==> src/rtl/ntt_stage_sequencer.sv <==
`default_nettype none
// ntt_stage_sequencer: steps the in-place NTT butterfly datapath through all stages.
// Revision 1.0 - initial release.
module ntt_stage_sequencer #(
  parameter int RING_DEPTH = 8,
  parameter int PIPE_LAT   = 4
) (
  input  logic                          clk,
  input  logic                          reset,
  input  logic                          start,
  input  logic                          abort,
  output logic                          busy,
  output logic                          rd_en,
  output logic [RING_DEPTH-2:0]         rd_addr,
  output logic [RING_DEPTH-2:0]         tw_addr,
  output logic                          wr_en,
  output logic [RING_DEPTH-2:0]         wr_addr,
  output logic                          out_valid,
  output logic [$clog2(RING_DEPTH)-1:0] stage,
  output logic                          last_stage,
  output logic                          done
);

  localparam int AW = RING_DEPTH - 1;
  localparam int SW = $clog2(RING_DEPTH);
  localparam int DW = AW + 2;
  localparam logic [AW-1:0] K_LAST     = {AW{1'b1}};
  localparam logic [SW-1:0] STAGE_LAST = SW'(RING_DEPTH - 1);
  localparam logic [3:0]    DRAIN_LAST = 4'(PIPE_LAT - 1);

  typedef enum logic [1:0] {
    IDLE   = 2'd0,
    READ   = 2'd1,
    DRAIN  = 2'd2,
    FINISH = 2'd3
  } state_t;

  state_t        state, state_nxt;
  logic [AW-1:0] k, k_nxt;
  logic [SW-1:0] stage_idx, stage_nxt;
  logic [3:0]    drain_cnt, drain_nxt;
  logic [SW-1:0] shamt;
  logic [DW-1:0] dline [PIPE_LAT];
  logic [DW-1:0] tail;

  always_ff @(posedge clk or negedge reset) begin
    if (!reset) begin
      state     <= IDLE;
      k         <= '0;
      stage_idx <= '0;
      drain_cnt <= '0;
    end else begin
      state     <= state_nxt;
      k         <= k_nxt;
      stage_idx <= stage_nxt;
      drain_cnt <= drain_nxt;
    end
  end

  always_comb begin
    state_nxt = state;
    k_nxt     = k;
    stage_nxt = stage_idx;
    drain_nxt = drain_cnt;
    if (abort) begin
      state_nxt = IDLE;
      k_nxt     = '0;
      stage_nxt = '0;
      drain_nxt = '0;
    end else begin
      case (state)
        IDLE: begin
          if (start) begin
            state_nxt = READ;
            k_nxt     = '0;
            stage_nxt = '0;
          end
        end
        READ: begin
          if (k == K_LAST) begin
            state_nxt = DRAIN;
            k_nxt     = '0;
          end else begin
            k_nxt = k + AW'(1);
          end
        end
        DRAIN: begin
          // Waiting out the pipeline keeps stage s+1 reads behind all stage s writes.
          if (drain_cnt == DRAIN_LAST) begin
            drain_nxt = '0;
            if (stage_idx == STAGE_LAST) begin
              state_nxt = FINISH;
            end else begin
              stage_nxt = stage_idx + SW'(1);
              state_nxt = READ;
            end
          end else begin
            drain_nxt = drain_cnt + 4'd1;
          end
        end
        FINISH: begin
          state_nxt = IDLE;
          stage_nxt = '0;
        end
        default: state_nxt = IDLE;
      endcase
    end
  end

  assign busy       = (state == READ) || (state == DRAIN);
  assign rd_en      = (state == READ);
  assign rd_addr    = k;
  assign shamt      = STAGE_LAST - stage_idx;
  assign tw_addr    = (k >> shamt) << shamt;
  assign stage      = stage_idx;
  assign last_stage = busy && (stage_idx == STAGE_LAST);
  assign done       = (state == FINISH);

  // Read-side tags delayed to line up with the PE result; abort drops anything in flight.
  always_ff @(posedge clk or negedge reset) begin
    if (!reset) begin
      for (int i = 0; i < PIPE_LAT; i++) dline[i] <= '0;
    end else if (abort) begin
      for (int i = 0; i < PIPE_LAT; i++) dline[i] <= '0;
    end else begin
      dline[0] <= {rd_en, k, last_stage};
      for (int i = 1; i < PIPE_LAT; i++) dline[i] <= dline[i-1];
    end
  end

  assign tail      = dline[PIPE_LAT-1];
  assign wr_en     = tail[DW-1] & ~tail[0];
  assign out_valid = tail[DW-1] & tail[0];
  assign wr_addr   = tail[AW:1];

endmodule
`default_nettype wire

==> config.mk <==
export PLATFORM = sky130hd
export DESIGN_NAME = ntt_stage_sequencer
export DESIGN_NICKNAME = d
export VERILOG_FILES = /design/src/rtl/ntt_stage_sequencer.sv
export SDC_FILE = /design/constraint.sdc
export NUM_CORES = 1
export LEC_CHECK = 0
export BUFFER_PORTS_ARGS = -buffer_cell sky130_fd_sc_hd__buf_2
export CAP_MARGIN = 20
export CORE_UTILIZATION = 55
export DETAILED_ROUTE_END_ITERATION = 10
export GPL_TIMING_DRIVEN = 0
export PLACE_DENSITY = 0.73
export SLEW_MARGIN = 20
export SYNTH_ARGS = -nofsm -noshare
export SYNTH_HDL_FRONTEND = slang
export SYNTH_SLANG_ARGS = --single-unit
==> constraint.sdc <==
create_clock -name clk -period 3.2 [get_ports clk]
set_input_delay 0 -clock clk [delete_from_list [all_inputs] [get_ports clk]]
set_output_delay 0 -clock clk [all_outputs]
set_load 0.01 [all_outputs]
==> flow_metrics.tcl <==
set metrics [dict create \
    status "completed" \
    muxShareOfSynthArea 0.0139 \
    finalPower_uw 1410 \
    hpwl_mm 2.81 \
    grt_pass1_wl_mm 6.56 \
    drive_gt1_frac 0.242 \
    rsz0062_at_grt "no" \
    maxSlewViolCount 0 \
    hold_start "start" \
    synthArstFlopShare 1.00 \
    dieArea_mm2 0.00436 \
    fin_skew_ns 0.00417 \
    hold_violations 0 \
    syn_inst 195 \
    synth-xor-area-share 0.00388 \
    hold_depth 4 \
    port_buffers 33 \
    critPathArrivalTime_ns 2.13 \
    remaining_drc_errors 0 \
    drt_iter0_markers 133 \
    track_usage 0.200 \
    report.final.setup_viol 0 \
    crit_type "reg -> reg" \
    die_x_um 66.0 \
    final_nets 248 \
    start_util 0.594 \
    synth_top_family_by_area "simple AND/OR/NAND/NOR gates" \
    cp_cell_sequence "ha_1 -> nand2_1 -> o31ai_1 -> o211a_1 -> mux2_1" \
    worstMarginPinSlew_ns 0.620 \
    die_y_um 66.0 \
    via_per_inst 5.53 \
    synth_warnings 0 \
    fin_crit_sh 0.610 \
    maxCapViolCount 0 \
    ff2ff_path_depth 5 \
    synth.avg_cell_area_um2 11.6 \
    grt-ovfl-total 0 \
    finalWirelength_mm 3.81 \
    clk_latency_ns 0.29 \
    r2r_slack_ns 1.25 \
    fmax_mhz 513 \
    final_cell_mix "dfrtp_1 (52), nor2b_1 (36), buf_2 (34)" \
    clockRootBuffer "clkbuf_8" \
    critical_path_peak_fanout 8 \
    yosys.area_share.simple 0.206 \
    postRouteAntennaNets 0 \
    antenna_cells 0 \
    synth_compound_area_frac 0.108 \
    min_path_type "in -> reg" \
    synth_seq_cells 52 \
    crit_slowest_cell "dfrtp_1" \
    slew_headroom 0.587 \
    htree_levels 2 \
    postCtsSetupRepairBufs 0 \
    fp.coreArea_mm2 0.00380 \
    crit_required_ns 3.38 \
    r2r_end "state[0]" \
    min_to "rd_addr[1]" \
    ys_seq_area_frac 0.577 \
    cts_tree "built" \
    wire_per_inst_um 13.4 \
    cts_resized 0 \
    std_cell_rows 22 \
    clockBufferDepth 2 \
    setup_tns_ns 0 \
    io_pins 34 \
    layout_commonest_cell "dfrtp_1" \
    r2r-start "rd_addr[0]" \
    numCtsBuffers 5 \
    ir_drop_mv 0.257 \
    critPathLaunchType "flip-flop" \
    syn_area_mm2 0.00225 \
    synth_edf_count 0 \
    grt_pass1_vias 1568 \
    cts.sink_count 52 \
    path_clk_slew_ns 0.08 \
    gp_congestion 0.901 \
    ys.flop_type "dfrtp_1" \
    cellPowerDensity_mw_per_mm2 544 \
    fin_crit_ns 1.95 \
    drtPass1Iterations 4 \
    ys_types 45 \
    post_synth_fa_ha_maj_area_fraction 0.0444 \
    crit_path_end_kind "flip-flop" \
    antenna_found_initial 0 \
    syn-num-nets 207 \
    p_leak_uw 0.00138 \
    area_growth_pct 14.8 \
    grt_max_degree 53 \
    vias 1570 \
    cpPeakStageDelay_ns 0.49 \
]
critical path, delay by kind of cell (launching register included):
kind                     cells  cell delay (ns)
AO/OA/AOI/OAI                2             0.64
flip-flops                   1             0.49
multiplexers                 1             0.32
adder cells (fa/ha/maj)      1             0.27
AND/OR/NAND/NOR              1             0.12
worst max path at each step:
stage	from	end	slack, ns	cells after the start
after CTS	rd_addr[0]	state[0]	1.25	5
after floorplan	state[1]	rd_addr[5]	1.47	7
after global placement	rd_addr[0]	state[0]	1.30	5
after detailed placement	rd_addr[0]	state[0]	1.29	5
after global routing	rd_addr[0]	state[0]	1.16	5
final	rd_addr[0]	state[0]	1.25	5
sequential cells by signal (all words and copies together), names as in the netlist:
signal,flops
dline,27
tail,9
rd_addr,7
drain_cnt,4
stage,3
state,2
report_power, final:
part	switching [uW]	total [uW]	internal [uW]
clock	186	379	193
sequential	30.9	718	687
combinational	192	311	119
total	409	1410	999
metrics by stage:
step	hold WS, ns	utilization	setup slack [ns]	instances	instance area [um2]
6_report	0.0863	0.681	1.25	284	2590
4_1_cts	0.0849	0.681	1.25	284	2590
3_5_place_dp	0.268	0.653	1.29	276	2480
2_1_floorplan	-0.296	-	1.47	195	2250
5_1_grt	0.0997	0.681	1.16	284	2590
3_3_place_gp	0.239	0.653	1.30	276	2480
cell usage after synthesis (3+ instances only):
library cell / count / area (um2)
a21oi_1: 6 / 30.0
and2_1: 3 / 18.8
and3_1: 3 / 18.8
buf_4: 7 / 52.6
clkbuf_1: 5 / 18.8
dfrtp_1: 52 / 1300
ha_1: 8 / 100
inv_1: 4 / 15.0
nand2_1: 5 / 18.8
nand3_1: 7 / 35.0
nor2_1: 9 / 33.8
nor2b_1: 36 / 225
nor3_1: 4 / 20.0
o211a_1: 3 / 30.0
o21ai_0: 6 / 30.0
o21ai_1: 4 / 20.0
layout make-up:
cell class / count / area [um2]
buffer: 14 / 81.3
clock buffer: 7 / 96.3
fill: 296 / 1210
inverter: 5 / 23.8
multi-input combinational: 124 / 848
sequential: 52 / 1300
tap: 48 / 60.1
timing repair buffer: 34 / 178
repair_timing:
action                                  in CTS  in global routing
hold buffers                                 1                  0
endpoints found under the setup margin       0                  0
endpoints found under the hold margin       52                  0
metal layers:
metal | share of wire | wire length [um] | track usage | vias to the layer above
met2 | 0.51 | 1960 | 0.343 | 57
met1 | 0.42 | 1600 | 0.234 | 768
li1 | - | - | - | 733
met5 | 0 | 0 | 0 | -
met4 | 0.019 | 71 | 0.109 | 0
met3 | 0.045 | 172 | 0.0397 | 12
logic make-up (layout without fill, tap and decap cells):
kind of cell,after synthesis,count (layout)
simple gates,78,78
flops,52,52
mux,3,3
xor+xnor,1,1
buf+inv,19,60
fa+ha+maj,8,8
compound gates,34,34
No activity file was read; power rests on OpenSTA's default activity.
